[src/rtl/load_tag_buffer_pkg.sv]
// Shared types and helpers for the load tag buffer and its data aligner.
package load_buf_pkg;

  localparam int unsigned MAX_ENTRIES = 8;
  localparam int unsigned TRANS_ID_W  = 3;

  typedef enum logic [1:0] {
    LD_B = 2'd0,
    LD_H = 2'd1,
    LD_W = 2'd2
  } ld_size_e;

  typedef struct packed {
    logic                  valid;
    logic                  killed;
    logic [TRANS_ID_W-1:0] trans_id;
    logic [1:0]            offset;
    ld_size_e              size;
    logic                  is_signed;
  } ld_slot_t;

  // Priority encoder: index of the lowest set bit of free_mask (0 if none set).
  function automatic int unsigned lowest_free(input logic [MAX_ENTRIES-1:0] free_mask);
    int unsigned idx;
    idx = 0;
    for (int unsigned i = MAX_ENTRIES; i > 0; i--) begin
      if (free_mask[i-1]) idx = i - 1;
    end
    return idx;
  endfunction

endpackage

[src/rtl/load_tag_buffer_align.sv]
// Combinational byte/half/word extraction and sign/zero extension of a raw cache word.
module load_data_align
  import load_buf_pkg::*;
#(
  parameter int unsigned XLEN = 32
) (
  input  logic [XLEN-1:0] data_i,
  input  logic [1:0]      offset_i,
  input  ld_size_e        size_i,
  input  logic            signed_i,
  output logic [XLEN-1:0] data_o
);

  logic [7:0]  byte_val;
  logic [15:0] half_val;

  // Select the addressed field, then fill the upper bits with the sign or zero.
  always_comb begin
    byte_val = data_i[{offset_i, 3'b000} +: 8];
    half_val = data_i[{offset_i[1], 4'b0000} +: 16];
    data_o   = '0;
    case (size_i)
      LD_B: begin
        data_o      = {XLEN{signed_i & byte_val[7]}};
        data_o[7:0] = byte_val;
      end
      LD_H: begin
        data_o       = {XLEN{signed_i & half_val[15]}};
        data_o[15:0] = half_val;
      end
      default: begin
        data_o       = {XLEN{signed_i & data_i[31]}};
        data_o[31:0] = data_i[31:0];
      end
    endcase
  end

endmodule

[src/rtl/load_tag_buffer.sv]
// Outstanding-load tracker between the load unit and the write-through data cache.
module load_tag_buffer
  import load_buf_pkg::*;
#(
  parameter  int unsigned NrEntries   = 2,
  parameter  int unsigned TransIdBits = TRANS_ID_W,
  parameter  int unsigned XLEN        = 32,
  localparam int unsigned IdxBits     = (NrEntries > 1) ? $clog2(NrEntries) : 1
) (
  input  logic                   clk_i,
  input  logic                   rst_i,
  input  logic                   flush_i,
  input  logic                   alloc_valid_i,
  output logic                   alloc_ready_o,
  input  logic [TransIdBits-1:0] alloc_trans_id_i,
  input  logic [1:0]             alloc_offset_i,
  input  logic [1:0]             alloc_size_i,
  input  logic                   alloc_signed_i,
  output logic [IdxBits-1:0]     alloc_idx_o,
  input  logic                   resp_valid_i,
  input  logic [IdxBits-1:0]     resp_idx_i,
  input  logic [XLEN-1:0]        resp_data_i,
  output logic                   wb_valid_o,
  output logic [TransIdBits-1:0] wb_trans_id_o,
  output logic [XLEN-1:0]        wb_data_o,
  output logic                   empty_o,
  output logic [IdxBits:0]       count_o
);

  ld_slot_t slots_q [NrEntries];
  ld_slot_t slots_d [NrEntries];

  logic                   wb_valid_q, wb_valid_d;
  logic [TransIdBits-1:0] wb_trans_id_q, wb_trans_id_d;
  logic [XLEN-1:0]        wb_data_q, wb_data_d;

  logic [MAX_ENTRIES-1:0] free_mask;
  logic                   alloc_fire;
  ld_slot_t               resp_slot;
  logic                   resp_hit;
  logic [XLEN-1:0]        aligned_data;
  logic [IdxBits:0]       valid_count;

  // Allocator: lowest free slot, looked up from registered state only.
  always_comb begin
    free_mask = '0;
    for (int unsigned i = 0; i < NrEntries; i++) begin
      free_mask[i] = ~slots_q[i].valid;
    end
    alloc_ready_o = (|free_mask) & ~flush_i;
    alloc_idx_o   = IdxBits'(lowest_free(free_mask));
    alloc_fire    = alloc_valid_i & alloc_ready_o;
  end

  // Response lookup: fetch the addressed slot; responses to idle slots are ignored.
  always_comb begin
    resp_slot = '0;
    for (int unsigned i = 0; i < NrEntries; i++) begin
      if (resp_idx_i == IdxBits'(i)) resp_slot = slots_q[i];
    end
    resp_hit = resp_valid_i & resp_slot.valid;
  end

  load_data_align #(
    .XLEN (XLEN)
  ) u_align (
    .data_i   (resp_data_i),
    .offset_i (resp_slot.offset),
    .size_i   (resp_slot.size),
    .signed_i (resp_slot.is_signed),
    .data_o   (aligned_data)
  );

  // Slot array next state: kill on flush, free on response, fill on allocation.
  always_comb begin
    for (int unsigned i = 0; i < NrEntries; i++) begin
      slots_d[i] = slots_q[i];
      if (flush_i && slots_q[i].valid) slots_d[i].killed = 1'b1;
      if (resp_hit && (resp_idx_i == IdxBits'(i))) slots_d[i] = '0;
      if (alloc_fire && (alloc_idx_o == IdxBits'(i))) begin
        slots_d[i].valid     = 1'b1;
        slots_d[i].killed    = 1'b0;
        slots_d[i].trans_id  = alloc_trans_id_i;
        slots_d[i].offset    = alloc_offset_i;
        slots_d[i].size      = ld_size_e'(alloc_size_i);
        slots_d[i].is_signed = alloc_signed_i;
      end
    end
  end

  // Write-back next state: only live responses outside a flush reach the scoreboard.
  always_comb begin
    wb_valid_d    = resp_hit & ~resp_slot.killed & ~flush_i;
    wb_trans_id_d = wb_trans_id_q;
    wb_data_d     = wb_data_q;
    if (wb_valid_d) begin
      wb_trans_id_d = resp_slot.trans_id;
      wb_data_d     = aligned_data;
    end
  end

  // Occupancy from registered valid bits, killed slots included.
  always_comb begin
    valid_count = '0;
    for (int unsigned i = 0; i < NrEntries; i++) begin
      valid_count = valid_count + (IdxBits + 1)'(slots_q[i].valid);
    end
    count_o = valid_count;
    empty_o = (valid_count == '0);
  end

  // State registers; reset drops every outstanding load.
  always_ff @(posedge clk_i or posedge rst_i) begin
    if (rst_i) begin
      for (int unsigned i = 0; i < NrEntries; i++) begin
        slots_q[i] <= '0;
      end
      wb_valid_q    <= 1'b0;
      wb_trans_id_q <= '0;
      wb_data_q     <= '0;
    end else begin
      for (int unsigned i = 0; i < NrEntries; i++) begin
        slots_q[i] <= slots_d[i];
      end
      wb_valid_q    <= wb_valid_d;
      wb_trans_id_q <= wb_trans_id_d;
      wb_data_q     <= wb_data_d;
    end
  end

  // Output drive from the write-back register.
  always_comb begin
    wb_valid_o    = wb_valid_q;
    wb_trans_id_o = wb_trans_id_q;
    wb_data_o     = wb_data_q;
  end

  // Protocol monitors: illegal requests are dropped by the logic above and only reported here.
  always_ff @(posedge clk_i) begin
    if (!rst_i) begin
      assert (!(resp_valid_i && !resp_slot.valid))
        else $warning("load_tag_buffer: response to idle slot %0d ignored", resp_idx_i);
      assert (!(alloc_valid_i && !alloc_ready_o))
        else $warning("load_tag_buffer: allocation while not ready ignored");
    end
  end

endmodule

[config.mk]
export PLATFORM = sky130hd
export DESIGN_NAME = load_tag_buffer
export DESIGN_NICKNAME = d
export VERILOG_FILES = /design/src/rtl/load_tag_buffer_pkg.sv /design/src/rtl/load_tag_buffer_align.sv /design/src/rtl/load_tag_buffer.sv
export SDC_FILE = /design/constraint.sdc
export NUM_CORES = 1
export LEC_CHECK = 0
export ABC_CLOCK_PERIOD_IN_PS = 2300
export CORE_ASPECT_RATIO = 0.6
export CORE_UTILIZATION = 47
export CTS_CLUSTER_DIAMETER = 100
export DETAILED_ROUTE_END_ITERATION = 7
export PLACE_DENSITY = 0.85
export SETUP_SLACK_MARGIN = 0.2
export SLEW_MARGIN = 20
export SYNTH_ARGS = -nofsm -noshare
export SYNTH_HDL_FRONTEND = slang
export SYNTH_SLANG_ARGS = --single-unit
[constraint.sdc]
create_clock -name clk_i -period 2.3 [get_ports clk_i]
set_input_delay 0.69 -clock clk_i [delete_from_list [all_inputs] [get_ports clk_i]]
set_output_delay 0.69 -clock clk_i [all_outputs]
set_load 0.005 [all_outputs]
==> run metrics <==
final instance area around 4400 sq um; final setup violation count 0; critical-path cell list buf_4 > inv_2 > ha_1 > dlygate4sd2_1; Root Driver clkbuf_8; Placed Area 4090 sq um; GRT Util Overall a little under 30%; Setup Skew 0.0164 ns; crit path to count_o[0]; hold buffers post-CTS 0; CP startpoint slots_q[9]; crit path buf inv count 3; R2R setup slack 0.21 ns; global-route wire length before repair between 10 and 15 mm; reg2reg start slots_q[9]; Port-buffer cells between 80 and 90; Max-Slew Margin vs Limit 34.3%; Syn-to-layout area delta 48.4%; Max FO, Critical Path 2; row cnt 21; Post-synth top cells dfrtp_1 (56), nand2_1 (33), nor2_1 (26); dominant cell type by area after synthesis dfrtp_1; per-cell routed wire length between 20 and 25 microns; Worst Path Arrival between 1 and 1.5 ns; Skew-Pair Late Insertion Delay between 0.3 and 0.4 ns; Most used DFF post-synth dfrtp_1; Cell variety after synth 45; Cell Pwr Density 1150 nW/um^2; layout cells sized above 1 approximately 23%; final HPWL from detailed placement roughly 6.4 mm; final setup TNS 0 ns; Overflow after GRT 0; status completed; minimum clock period 2.12 ns; total power 5.04 mW; Yosys top cell area share between 40% and 50%; TritonCTS clock tree yes; Nets between 400 and 500; VDD IR max ~0.62 mV; total iterations of the first detailed-routing run 5; Seq/Total Area, Yosys a little under half; number of buffers created by CTS 5; cell leakage power about 1.9 nW; number of flops mapped to enable cells by yosys 0; Starting Density between 50% and 60%; Worst-Margin Slew just under 1 ns; crit path launch type flip-flop; Clock Sinks 56; post-route ant nets 0; slowest CP cell dfrtp_1; synth warn 0; DRT Wirelength just under 10 mm; RSZ-0062 raised after global routing true; Ports 87; critical path class reg2out; Critical Path Stages 4; die width ~100 microns; R2R Path End slots_q[5]; Reg2Reg Depth 7; top-count cell post-synth dfrtp_1; top cell family by delay on the critical path buffers and inverters; Max Cap Viol 0; Async S/R FF share, synth 100%; Net Count, Synth 326; DRT iter0 DRCs 305; initial antenna violation count 0; die span in y around 63 microns; synthesized instance count approximately 280; n_diodes 0; average size of a mapped cell approximately 11 sq um; Critical Path RT 1.61 ns; CORE AREA roughly 5800 sq um; via/cell ratio 5.98; Non-Filler Instances approximately 480; period utilization between 90% and 100%; clock tree buffer depth 2; DRC Markers 0; number of global-route vias before repair roughly 2,800; Clock transition at path regs approximately 0.11 ns; #FFs+latches synth 56; min-delay worst type reg2reg; endpoints failing hold 0; pin count of the biggest net entering global routing between 50 and 60; CP endpoint kind primary output; gpl congestion 0.883; Max Slew Vio Count 0; Area contributors post-synth dfrtp_1 (48%), mux2i_1 (5.1%), a22o_1 (4.8%); die area about 6600 sq um; CP peak stage delay about 0.4 ns; Hold Slack between 0.4 and 0.5 ns; H-Tree Depth 2; Netlist Area Pre-Place between 2000 and 3000 sq um; Cells after DPL approximately 460; fmax 472 MHz; Vias 2,883
cells by family after synthesis:
family,count (synthesis),share of synthesized area [%]
multiplexers,28,10.7
AND/OR/NAND/NOR,83,13.4
adder cells (fa/ha/maj),3,1.28
flip-flops,56,47.7
AO/OA/AOI/OAI,81,22.2
buffers and inverters,26,4.68
layout by cell type (no fill, tap or decap), drive strengths merged:
master         Yosys  final
o21ai              4      4
nor4b              2      2
a22o              16     16
nor2              26     26
buf               11     44
nand2             33     33
nand3b             1      1
a221oi             8      8
nor2b              3      3
nor3b              2      2
nand2b            10     10
or3b               1      1
a31oi             10     10
a211oi             2      2
mux2i             16     16
and3b              1      1
o221ai             7      7
clkdlybuf4s50      0     79
a21o               2      2
inv               13     14
and2               1      1
ha                 3      3
nand3              1      1
a22oi              2      2
o21bai             7      7
a21oi             19     19
clkinv             0      1
a32oi              2      2
and3               1      1
nor4bb             1      1
dlygate4sd2        0      5
dlymetal6s2s       0      1
a2bb2oi            1      1
clkbuf             2      7
mux2              12     12
o211ai             1      1
dfrtp             56     56
worst reg2reg max path, stage by stage, from the launching register on:
cell and delay [ns]:
dfrtp_1 0.38, buf_4 0.11, inv_2 0.04, ha_2 0.18, buf_4 0.14, and3_1 0.19, a31oi_1 0.73, a22o_1 0.27
area by class of cell:
cell class	count	area, sq um
multi-input cells	195	1450
fillers	387	1450
flip-flops and latches	56	1400
repair buffers	130	1260
well taps	80	100
clock buffers	6	82.6
inverters	13	48.8
clock inverters	2	13.8
worst min path at each step:
stage	startpoint	endpoint	slack [ns]	cells after the start
after detailed placement	wb_trans_id_o[0]	wb_trans_id_o[0]	0.48	2
after CTS	wb_trans_id_o[0]	wb_trans_id_o[0]	0.50	2
after global routing	slots_q[0]	slots_q[0]	0.54	1
after global placement	wb_trans_id_o[0]	wb_trans_id_o[0]	0.47	2
after floorplan	slots_q[10]	slots_q[10]	0.46	1
final	wb_trans_id_o[1]	wb_trans_id_o[1]	0.50	2
sequential cells by signal, summed over array words and instances, names as in the netlist:
name	count
wb_data_o	32
slots_q	20
wb_trans_id_o	3
wb_valid_o	1
power breakdown:
part           total (mW)  switching (mW)  internal, mW  leakage [nW]
combinational        2.60            1.13          1.47          1.17
clock               0.594           0.346         0.248        0.0516
sequential           1.84           0.391          1.45         0.681
stage by stage:
step                setup WS [ns]  util, %
floorplan                  0.0567        -
global placement           -0.708     70.4
detailed placement         -0.838     70.4
CTS                         0.101     74.0
global route                0.146     75.1
finish                      0.183     75.1
layer usage:
metal | wire (microns) | part of all wire [%] | global-route usage (%) | vias to the layer above
met5 | 0 | 0 | 0 | -
met4 | 153 | 1.6 | 8.04 | 0
met3 | 945 | 9.8 | 7.25 | 23
met2 | 4300 | 44 | 44.8 | 196
met1 | 4260 | 44 | 42.0 | 1407
li1 | - | - | - | 1257
repair_timing:
action                                  in CTS  in global routing
resized for setup                           19                  8
hold endpoints to repair                     0                  0
endpoints found under the setup margin      55                 32
cloned                                       0                  1
buffers inserted                             9                  2
pin swaps                                    4                  1
Note: power is estimated with default switching activity, not from simulation.
==> RTL change 1 (same flow settings) <==
Add an input register stage for `alloc_offset_i`, with the module's reset; this delays it by one clock. The other inputs are not delayed to match.
--- a/src/rtl/load_tag_buffer.sv
+++ b/src/rtl/load_tag_buffer.sv
@@ -26,6 +26,16 @@
   output logic                   empty_o,
   output logic [IdxBits:0]       count_o
 );
+
+  logic [1:0] alloc_offset_q;
+
+  always_ff @(posedge clk_i or posedge rst_i) begin
+    if (rst_i) begin
+      alloc_offset_q <= '0;
+    end else begin
+      alloc_offset_q <= alloc_offset_i;
+    end
+  end
 
   ld_slot_t slots_q [NrEntries];
   ld_slot_t slots_d [NrEntries];
@@ -81,7 +91,7 @@
         slots_d[i].valid     = 1'b1;
         slots_d[i].killed    = 1'b0;
         slots_d[i].trans_id  = alloc_trans_id_i;
-        slots_d[i].offset    = alloc_offset_i;
+        slots_d[i].offset    = alloc_offset_q;
         slots_d[i].size      = ld_size_e'(alloc_size_i);
         slots_d[i].is_signed = alloc_signed_i;
       end
Check against the original RTL: not equivalent (Yosys sat finds a counterexample within 4 cycles, from zero or initial values and one cycle with rst_i high).
==> RTL change 1 against the original RTL <==
- register-to-register slack better by 0.15 ns
- final cell count up 2.3%
- sequential share of layout area up 0.25 points
- first-iteration DRC count down 19%
- global-route usage down 1.7 points
- total power up 5.4%
- worst hold slack worse by 0.017 ns
- wire length down 1.5%
- setup slack worse by 0.016 ns
- design area up 2.9%
- die area up 1.7%
- sequential cell count up 2
- synthesized cell count up 0.72%
- area after synthesis up 1.7%
- highest routed layer unchanged
- critical endpoint is now count_o[1]
==> RTL change 1: results (changes against the original RTL) <==
metric,value,unit,change
status,finished clean,,
drt-pass1-iter-count,5,,unchanged
tightest_slew,0.6732,ns,-0.3072 ns
ir_drop,0.6407,mV,+3.6%
fin_nets,453,,+0.67%
nFillCells,428,,+11%
p_leak,1.932,nW,+1.4%
grtUsageTotal,27.77,%,-1.7 points
drive_gt1_share,25.18,%,+2.0 points
yosys-top-cells-area,"dfrtp_1 (49%), mux2i_1 (5.0%), a22o_1 (4.7%), nand2_1 (4.1%), mux2_2 (3.4%)",,
drt-initial-drc-count,248,,-19%
antenna_found_initial,0,,unchanged
cts_made_buffers,9,,+4
reg2reg_depth,8,,+1
place.gp.congestion,0.8500,,-3.7%
grt_pass1_wl,13920,µm,-5.5%
dp_hpwl,6201,µm,-3.8%
grt_max_degree,59,,+3.5%
clk_pin_slew_worst_paths,0.06,ns,-0.05 ns
synth_common_cells,"dfrtp_1 (58), nand2_1 (33), nor2_1 (26)",,
regToRegSetupSlack,0.36,ns,+0.15 ns
r2r-end,wb_data_o[0],,
final_cells,493,,+2.3%
critPathCapture,count_o[1],,
r2r-start,slots_q[19],,
skew,0.006661,ns,-0.009755 ns
placed_area,4114,µm²,+0.58%
syn_nets,328,,+0.61%
grt_pass1_vias,2595,,-6.8%
clk_latency,0.35,ns,+0.02 ns
ys_seq_area_share,48.58,%,+0.88 points
h-tree-depth,3,,+1
placedCellCount,465,,+0.65%
syn_area_per_cell,10.71,µm²,+0.97%
cp_max_fo,4,,+2
routed_wirelength,9520,µm,-1.5%
vias_per_cell,5.866,,-1.9%
[RTL change 1: routing by layer]
metal  vias up  track usage [%]  wire length, µm
li1       1267                -                -
met1      1405            38.62             4079
met2       181            40.48             4039
met3        39            10.41             1069
met4         0            8.099              331
met5         -                0                0
[RTL change 1: cell families after synthesis]
family	after synthesis	share of synthesized area, %
compound gates	81	21.82
fa+ha+maj	3	1.256
buf+inv	26	4.606
flops	58	48.58
mux	28	10.55
simple gates	83	13.19
[RTL change 1: what timing repair did]
item,in CTS,in global routing
buffers inserted,5,6
resized for setup,21,16
setup endpoints to repair,41,20
pin swaps,4,3
gates cloned,0,1
[RTL change 1: how the worst min path moves through the flow]
stage	end	start	cells after the start
3_3_place_gp	wb_trans_id_o[1]	wb_trans_id_o[1]	2
3_5_place_dp	wb_trans_id_o[2]	wb_trans_id_o[2]	2
2_1_floorplan	slots_q[10]	slots_q[10]	1
5_1_grt	slots_q[13]	alloc_offset_q[0]	1
6_report	wb_trans_id_o[2]	wb_trans_id_o[2]	2
4_1_cts	wb_trans_id_o[2]	wb_trans_id_o[2]	2
[RTL change 1: area by class of cell]
type	count	area (µm²)	share of cell area [%]
multi-input cells	195	1474	32.86
flip-flops and latches	58	1454	32.41
repair buffers	127	1219	27.17
clock buffers	12	155.1	3.459
well taps	84	105.1	2.343
inverters	13	52.55	1.172
clock inverters	4	26.28	0.5858
[RTL change 1: report_power, final]
group | internal [mW] | switching, mW | leakage (nW)
Combinational | 1.45 | 1.11 | 1.14
Sequential | 1.49 | 0.387 | 0.703
Clock | 0.447 | 0.421 | 0.0924
[RTL change 1: metrics by stage]
stage	setup WS (ns)	hold slack, ns	utilization (%)
2_1_floorplan	0.05667	0.4586	-
3_3_place_gp	-0.7014	0.4604	67.32
3_5_place_dp	-0.7962	0.4685	67.32
4_1_cts	0.07656	0.4831	71.66
5_1_grt	0.1323	0.5218	73.40
6_report	0.1675	0.4783	73.40
[RTL change 1: critical path: stages, from the launching register on]
cell	delay (ns)
dfrtp_2	0.42
ha_4	0.17
clkdlybuf4s50_1	0.51
==> RTL change 2 (config.mk and constraints unchanged) <==
Made on the original files. Set the parameter `NrEntries` to 1 (it was 2).
--- a/src/rtl/load_tag_buffer.sv
+++ b/src/rtl/load_tag_buffer.sv
@@ -2,7 +2,7 @@
 module load_tag_buffer
   import load_buf_pkg::*;
 #(
-  parameter  int unsigned NrEntries   = 2,
+  parameter  int unsigned NrEntries   = 1,
   parameter  int unsigned TransIdBits = TRANS_ID_W,
   parameter  int unsigned XLEN        = 32,
   localparam int unsigned IdxBits     = (NrEntries > 1) ? $clog2(NrEntries) : 1
Check against the original RTL: not equivalent (Yosys sat finds a counterexample within 4 cycles, from zero or initial values and one cycle with rst_i high).
==> RTL change 2 against the original RTL <==
- critical path depth fell by 1
- design area fell by 14%
- non-clock buffer count fell by 15
- setup slack improved by 0.094 ns
- sequential cell count fell by 10
- synthesized cell count fell by 1.4%
- total power fell by 25%
- register-to-register slack improved by 0.23 ns
- largest power group unchanged
- via count fell by 10%
- area after synthesis fell by 13%
- clock skew fell by 0.0070 ns
- wire length fell by 22%
==> RTL change 2: results (changes against the original RTL) <==
metric,value,unit,change
met2_length,3528,µm,-18%
vias_per_cell,5.893,,-1.5%
fin_nets,417,,-7.3%
wl_met3,666,µm,-30%
cts_resized,17,,-2
ir_drop,0.4998,mV,-19%
status,finished clean,,
gr-usage-met1,36.14,%,-5.9 points
max_stage_delay,0.27,ns,-0.13 ns
synth_cell_types,43,,-4.4%
use_met2,44.67,%,-0.082 points
wl_per_cell,17.11,µm,-15%
drive_gt1_share,16.94,%,-6.2 points
grt_pass1_vias,2554,,-8.2%
clk_latency,0.30,ns,-0.03 ns
place.gp.congestion,0.8549,,-3.1%
use_met3,6.958,%,-0.29 points
p_leak,1.544,nW,-19%
io_buffers,84,,-2.3%
skew,0.009405,ns,-0.007011 ns
grt_max_degree,47,,-18%
cp_max_fo,3,,+1
dp_hpwl,5420,µm,-16%
grtUsageTotal,27.34,%,-2.1 points
grt_pass1_wl,12240,µm,-17%
switching_share,35.43,%,-1.6 points
ys_seq_area_share,45.25,%,-2.4 points
slowest_stage,dlygate4sd2_1,,
synth_common_cells,"dfrtp_1 (46), a21oi_1 (36), o21ai_0 (23)",,
yosys-top-cells-area,"dfrtp_1 (45%), a21oi_1 (7.1%), nand3b_1 (5.6%), o21ai_0 (4.5%), nand4_1 (3.9%)",,
placed_area,3592,µm²,-12%
==> RTL change 2: final timing paths <==
check                            startpoint                to  slack [ns]  cells after the start
setup / recovery                    flush_i     alloc_ready_o        0.28                      3
hold reg to reg            wb_trans_id_o[2]  wb_trans_id_o[2]        0.47                      2
max in group asynchronous             rst_i      wb_data_o[1]        1.35                      3
min in group asynchronous             rst_i  wb_trans_id_o[2]        0.73                      3
hold / removal             wb_trans_id_o[2]  wb_trans_id_o[2]        0.47                      2
setup reg to reg                 slots_q[4]      wb_data_o[2]        0.44                      6
==> RTL change 2: kinds of logic (layout without fill, tap and decap cells) <==
group	Yosys count	count (layout)	synth area share, %
flops	46	46	45.25
mux	11	11	4.673
other cells	1	2	0.1474
simple gates	93	93	21.40
compound gates	93	93	22.87
buf+inv	29	127	5.657
==> RTL change 2: through the flow <==
stage / std cells / utilization [%] / setup slack (ns)
after floorplan: 274 / - / 0.3764
after global placement: 429 / 70.02 / -0.4769
after detailed placement: 429 / 70.02 / -0.5993
after CTS: 438 / 73.24 / 0.2747
after global routing: 438 / 73.32 / 0.2091
final: 438 / 73.32 / 0.2776
==> RTL change 2: layout make-up <==
cell class / instances / area, µm² / area share (%)
Clock buffer: 7 / 86.33 / 2.295
Multi-Input combinational cell: 199 / 1297 / 34.50
Sequential cell: 46 / 1151 / 30.61
Timing Repair Buffer: 115 / 1124 / 29.87
Tap cell: 66 / 82.58 / 2.196
Clock inverter: 1 / 5.005 / 0.1331
Inverter: 4 / 15.01 / 0.3992
==> RTL change 2: power groups by stage <==
stage                     Clock (mW)  Combinational, mW  Sequential, mW
after floorplan                    0              0.877            1.36
after global placement             0               1.73            1.41
after detailed placement           0               1.80            1.42
after CTS                      0.518               1.86            1.41
after global routing           0.557               2.03            1.45
final                          0.511               1.88            1.41
